**src/rtl/cache_ctrl_fsm_param.sv**
```systemverilog
// Cache controller FSM between the CPU request port, the tag/data arrays and
// the memory port. Supports multi-beat line write-back and fill, selectable
// write-back / write-through policy, and a memory-stall timeout that aborts
// the request with an error response.
//
// Handshake rule for every valid/ready pair on this block: a transfer happens
// on a rising clk edge where valid and ready are both 1; once valid is raised
// it is held, with its qualifiers stable, until that edge (a timeout abort is
// the only exception on the memory side).
module cache_ctrl_fsm_param #(
  parameter int LINE_WORDS  = 4,
  parameter bit WRITE_BACK  = 1'b1,
  parameter int TIMEOUT_CYC = 255,
  localparam int BEAT_W = (LINE_WORDS > 1) ? $clog2(LINE_WORDS) : 1
) (
  input  logic              clk,
  input  logic              rst_b,
  input  logic              cpu_req_valid,
  input  logic              cpu_req_we,
  output logic              cpu_req_ready,
  output logic              cpu_resp_valid,
  output logic              cpu_resp_err,
  input  logic              hit,
  input  logic              dirty,
  output logic              mem_req_valid,
  output logic              mem_req_we,
  input  logic              mem_req_ready,
  input  logic              mem_beat_valid,
  output logic [BEAT_W-1:0] beat_idx,
  output logic              cache_write,
  output logic              tag_write,
  output logic              set_dirty,
  output logic              clr_dirty,
  output logic [2:0]        state
);

  typedef enum logic [2:0] {
    S_IDLE      = 3'd0,
    S_LOOKUP    = 3'd1,
    S_WB_REQ    = 3'd2,
    S_WB_DATA   = 3'd3,
    S_FILL_REQ  = 3'd4,
    S_FILL_DATA = 3'd5,
    S_WT_WRITE  = 3'd6,
    S_RESPOND   = 3'd7
  } state_t;

  localparam int CNT_W = (TIMEOUT_CYC > 1) ? $clog2(TIMEOUT_CYC + 1) : 1;
  localparam logic [CNT_W-1:0]  TMO_LAST  = CNT_W'((TIMEOUT_CYC > 0) ? TIMEOUT_CYC - 1 : 0);
  localparam logic [BEAT_W-1:0] LAST_BEAT = BEAT_W'(LINE_WORDS - 1);

  state_t             state_q;
  logic [BEAT_W-1:0]  beat_q;
  logic [CNT_W-1:0]   tmo_cnt;
  logic               op_we;
  logic               err_q;
  logic               mem_wait;
  logic               mem_progress;

  // States that wait on the memory side, and whether memory moved this cycle.
  assign mem_wait     = (state_q == S_WB_REQ) || (state_q == S_WB_DATA) ||
                        (state_q == S_FILL_REQ) || (state_q == S_FILL_DATA) ||
                        (state_q == S_WT_WRITE);
  assign mem_progress = mem_req_ready ||
                        (mem_beat_valid && ((state_q == S_WB_DATA) || (state_q == S_FILL_DATA)));

  // Control state, beat counter, latched op, error flag and stall timer.
  always_ff @(posedge clk or negedge rst_b) begin
    if (!rst_b) begin
      state_q <= S_IDLE;
      beat_q  <= '0;
      tmo_cnt <= '0;
      op_we   <= 1'b0;
      err_q   <= 1'b0;
    end else begin
      case (state_q)
        S_IDLE: begin
          if (cpu_req_valid) begin
            op_we   <= cpu_req_we;
            state_q <= S_LOOKUP;
          end
        end
        S_LOOKUP: begin
          if (hit) begin
            if (op_we && !WRITE_BACK) state_q <= S_WT_WRITE;
            else                      state_q <= S_RESPOND;
          end else if (WRITE_BACK && dirty) begin
            state_q <= S_WB_REQ;
          end else if (!WRITE_BACK && op_we) begin
            state_q <= S_WT_WRITE;  // no write-allocate
          end else begin
            state_q <= S_FILL_REQ;
          end
        end
        S_WB_REQ: begin
          if (mem_req_ready) begin
            beat_q  <= '0;
            state_q <= S_WB_DATA;
          end
        end
        S_WB_DATA: begin
          if (mem_beat_valid) begin
            if (beat_q == LAST_BEAT) begin
              beat_q  <= '0;
              state_q <= S_FILL_REQ;
            end else begin
              beat_q <= beat_q + BEAT_W'(1);
            end
          end
        end
        S_FILL_REQ: begin
          if (mem_req_ready) begin
            beat_q  <= '0;
            state_q <= S_FILL_DATA;
          end
        end
        S_FILL_DATA: begin
          if (mem_beat_valid) begin
            if (beat_q == LAST_BEAT) begin
              beat_q  <= '0;
              state_q <= S_LOOKUP;  // replay the lookup; it should now hit
            end else begin
              beat_q <= beat_q + BEAT_W'(1);
            end
          end
        end
        S_WT_WRITE: begin
          if (mem_req_ready) state_q <= S_RESPOND;
        end
        S_RESPOND: begin
          err_q   <= 1'b0;
          state_q <= S_IDLE;
        end
        default: state_q <= S_IDLE;
      endcase

      // Stall timer: any memory progress or leaving the wait states restarts it.
      if (!mem_wait || mem_progress || (TIMEOUT_CYC == 0)) begin
        tmo_cnt <= '0;
      end else if (tmo_cnt == TMO_LAST) begin
        tmo_cnt <= '0;
        beat_q  <= '0;
        err_q   <= 1'b1;
        state_q <= S_RESPOND;
      end else begin
        tmo_cnt <= tmo_cnt + CNT_W'(1);
      end
    end
  end

  // Output decode from state; LOOKUP and the data phases also look at inputs.
  always_comb begin
    cpu_req_ready  = 1'b0;
    cpu_resp_valid = 1'b0;
    cpu_resp_err   = 1'b0;
    mem_req_valid  = 1'b0;
    mem_req_we     = 1'b0;
    cache_write    = 1'b0;
    tag_write      = 1'b0;
    set_dirty      = 1'b0;
    clr_dirty      = 1'b0;
    case (state_q)
      S_IDLE:      cpu_req_ready = 1'b1;
      S_LOOKUP: begin
        if (hit && op_we) begin
          cache_write = 1'b1;
          set_dirty   = WRITE_BACK;
        end
      end
      S_WB_REQ: begin
        mem_req_valid = 1'b1;
        mem_req_we    = 1'b1;
      end
      S_WB_DATA:   clr_dirty = mem_beat_valid && (beat_q == LAST_BEAT);
      S_FILL_REQ:  mem_req_valid = 1'b1;
      S_FILL_DATA: begin
        cache_write = mem_beat_valid;
        tag_write   = mem_beat_valid && (beat_q == LAST_BEAT);
      end
      S_WT_WRITE: begin
        mem_req_valid = 1'b1;
        mem_req_we    = 1'b1;
      end
      S_RESPOND: begin
        cpu_resp_valid = 1'b1;
        cpu_resp_err   = err_q;
      end
      default: ;
    endcase
  end

  assign beat_idx = beat_q;
  assign state    = state_q;

endmodule

```
**config.mk**
```make
export PLATFORM = sky130hd
export DESIGN_NAME = cache_ctrl_fsm_param
export DESIGN_NICKNAME = d
export VERILOG_FILES = /design/src/rtl/cache_ctrl_fsm_param.sv
export SDC_FILE = /design/constraint.sdc
export NUM_CORES = 1
export LEC_CHECK = 0
export CORE_MARGIN = 5
export CORE_UTILIZATION = 43
export DETAILED_ROUTE_END_ITERATION = 10
export PLACE_DENSITY = 0.78
export SYNTH_ARGS = -nofsm -noshare
export SYNTH_HDL_FRONTEND = slang
export SYNTH_SLANG_ARGS = --single-unit
export TNS_END_PERCENT = 1
```
**constraint.sdc**
```tcl
create_clock -name clk -period 1.6 [get_ports clk]
set_input_delay 0.32 -clock clk [delete_from_list [all_inputs] [get_ports clk]]
set_output_delay 0.32 -clock clk [all_outputs]
set_load 0.1 [all_outputs]
```
==> results.py <==
metrics = {
    "pwr": {
        "p_seq_frac": 0.178,
        "net-switching-power_mw": 1.783,
        "p_leak_nw": 0.6486,
        "p_int_mw": 1.595,
        "power_mw": 3.378,
        "combPwrFrac": 0.758,
        "pwr-share-clk": 0.064,
        "p_per_area_mw_per_mm2": 2179,
        "swShare": 0.5278,
        "irDropWorstVdd_v": 0.001993,
    },
    "logic_synthesis": {
        "async_reset_ff_frac": 1.000,
        "seq_area_frac_synth": 0.4161,
        "synth_top_cell_area_share": 0.4161,
        "ys.warnings.count": 0,
        "netlist_instances": 106,
        "syn-num-nets": 117,
        "syn_area_per_cell_um2": 8.511,
        "synth_edf_count": 0,
        "syn-cell-area_um2": 902.1,
        "synthTopCellsByArea": "dfrtp_1 42%, nand2_1 5.4%, nor2_1 5.0%",
        "synth_ff_type": "dfrtp_1",
        "synth_cell_types": 34,
        "synth_seq_cells": 15,
        "yosysTopAreaCell": "dfrtp_1",
    },
    "sta": {
        "fin_skew_ps": 4.993,
        "finalHoldViolations": 0,
        "report.final.slew_viol_count": 0,
        "hold_slack_ps": 340.9,
        "slew_headroom": 0.7872,
        "setup_viol": 9,
        "max_freq_mhz": 538.2,
        "tightest_slew_ps": 317.0,
        "rsz0062_at_grt": "yes",
        "timing.final.crit_share": 1.161,
        "min_period_ps": 1858,
        "setup_slack_ps": -258.1,
    },
    "global_route": {
        "grt_pass1_wl_um": 4636,
        "grt_max_degree": 16,
        "grt_pass1_vias": 986,
        "track_usage": 0.1864,
        "grt_antenna_before_repair": 0,
        "overflow": 0,
    },
    "cts": {
        "hold_buffers": 0,
        "cts.sinks": 15,
        "clock_latency_ps": 290,
        "cts_tree": "yes",
        "root_buffer": "clkbuf_4",
        "path_clk_slew_ps": 90,
        "htreeDepth": 1,
        "numCtsBuffers": 3,
        "postCtsSetupBuffers": 0,
        "clock_path_buffers": 2,
    },
    "finish": {
        "area_growth_pct": 71.85,
        "num_antenna_cells": 0,
        "mostFrequentLayoutCells": "14 x buf_12, 12 x nand2_1, 11 x buf_4",
        "nNetsFinal": 156,
        "drive_gt1_frac": 0.4028,
        "stdcell_area_mm2": 0.001550,
        "mostFrequentLayoutCell": "buf_12",
        "post-route-util": 0.7822,
    },
    "drt": {
        "drc": 0,
        "firstDrtPassIters": 4,
        "avgViaCountPerCell": 5.784,
        "vias": 989,
        "drtAntennaViolNets": 0,
        "drt-initial-drc-count": 24,
        "wl_um": 2732,
        "wl_per_cell_um": 15.98,
    },
    "place": {
        "routabilityCongestion": 0.8463,
        "dpl-instance-area_mm2": 0.001478,
        "post-place-ws_ps": -364.9,
        "place_hpwl_um": 2089,
        "io_buffers": 21,
    },
    "critical_path": {
        "cp.required_ps": 1280,
        "cp-start-kind": "flip-flop",
        "crit_fanout": 4,
        "cp-end-kind": "primary output",
        "crit_arrival_ps": 1540,
        "path_class": "reg2out",
    },
    "floorplanning": {
        "die_h_um": 55.81,
        "die_area_mm2": 0.003114,
        "ioPinCount": 22,
        "core.rowCount": 16,
        "die_w_um": 55.81,
        "start_util": 0.4552,
        "fp.coreArea_mm2": 0.001982,
    },
    "job": {
        "drv_cap": 0,
    },
    "hold_path": {
        "hold_path.class": "in2async",
    },
    "outcome": {
        "status": "complete, but fails checks",
        "failed_checks": "negative setup slack",
    },
}
[power by group through the flow]
| stage | Combinational [mW] | Clock (mW) | Sequential [mW] |
|---|---|---|---|
| 6_report | 2.56 | 0.217 | 0.602 |
| 5_1_grt | 2.68 | 0.236 | 0.611 |
| 4_1_cts | 2.53 | 0.218 | 0.595 |
| 3_5_place_dp | 2.47 | 0 | 0.598 |
| 3_3_place_gp | 2.42 | 0 | 0.591 |
| 2_1_floorplan | 1.13 | 0 | 1.04 |
[area by class of cell]
type,instances,area (um2)
Multi-Input combinational cell,81,565.5
Timing Repair Buffer,39,514.2
Fill cell,122,431.7
Sequential cell,15,389.1
Tap cell,27,33.78
Clock buffer,4,26.28
Inverter,5,21.27
[registers in the layout (all words and copies together), names as in the netlist]
name and flops:
op_we 1, beat_idx 2, state 3, err_q 1
tmo_cnt 8
[worst paths after layout]
| check | cells after the start | startpoint | end | slack (ps) |
|---|---|---|---|---|
| setup / recovery | 6 | state[1] | cache_write | -260 |
| hold / removal | 2 | rst_b | tmo_cnt[3] | 340 |
| max in group asynchronous | 2 | rst_b | state[2] | 1060 |
| hold reg to reg | 1 | op_we | op_we | 540 |
| setup reg to reg | 4 | state[2] | beat_idx[0] | 30 |
| min in group clk | 1 | op_we | op_we | 540 |
[layer usage]
layer,global-route usage,share of wire,vias up
met2,0.3176,0.52,36
met4,0.08681,0.044,0
li1,-,-,462
met5,0,0,-
met3,0.03944,0.048,15
met1,0.2221,0.38,476
[worst max-delay path: stages (launching register included)]
cell,delay (ps)
dfrtp_4,490
buf_6,140
nor2b_4,120
nand3_2,90
nor2_4,130
a31o_4,120
buf_12,160
[what timing repair did]
action | in CTS | in global routing
gates cloned | 0 | 0
resized for setup | 8 | 7
pin swaps | 4 | 1
setup endpoints to repair | 14 | 14
[Yosys cell counts (2+ instances only)]
cell type,instances
dfrtp_1,15
nand2_1,13
nor2_1,12
nand3_1,8
a21oi_1,6
inv_1,5
nor3_1,5
a31oi_1,4
or3_1,4
ha_1,3
o21ai_0,3
buf_2,2
clkbuf_1,2
nand3b_1,2
nand4_1,2
o221a_2,2
[metrics by stage]
step | instances | setup TNS, ps
after floorplan | 106 | -6601
after global placement | 167 | -2365
after detailed placement | 167 | -2896
after CTS | 171 | -1700
after global routing | 171 | -2113
final | 171 | -1638
[logic make-up after synthesis]
family | count (synthesis) | synth area share
buffers and inverters | 10 | 0.05271
multiplexers | 2 | 0.02358
XOR/XNOR | 1 | 0.009711
flip-flops | 15 | 0.4161
AO/OA/AOI/OAI | 23 | 0.1762
AND/OR/NAND/NOR | 52 | 0.2802
adder cells (fa/ha/maj) | 3 | 0.04161
Power figures use the tool's default switching activity.
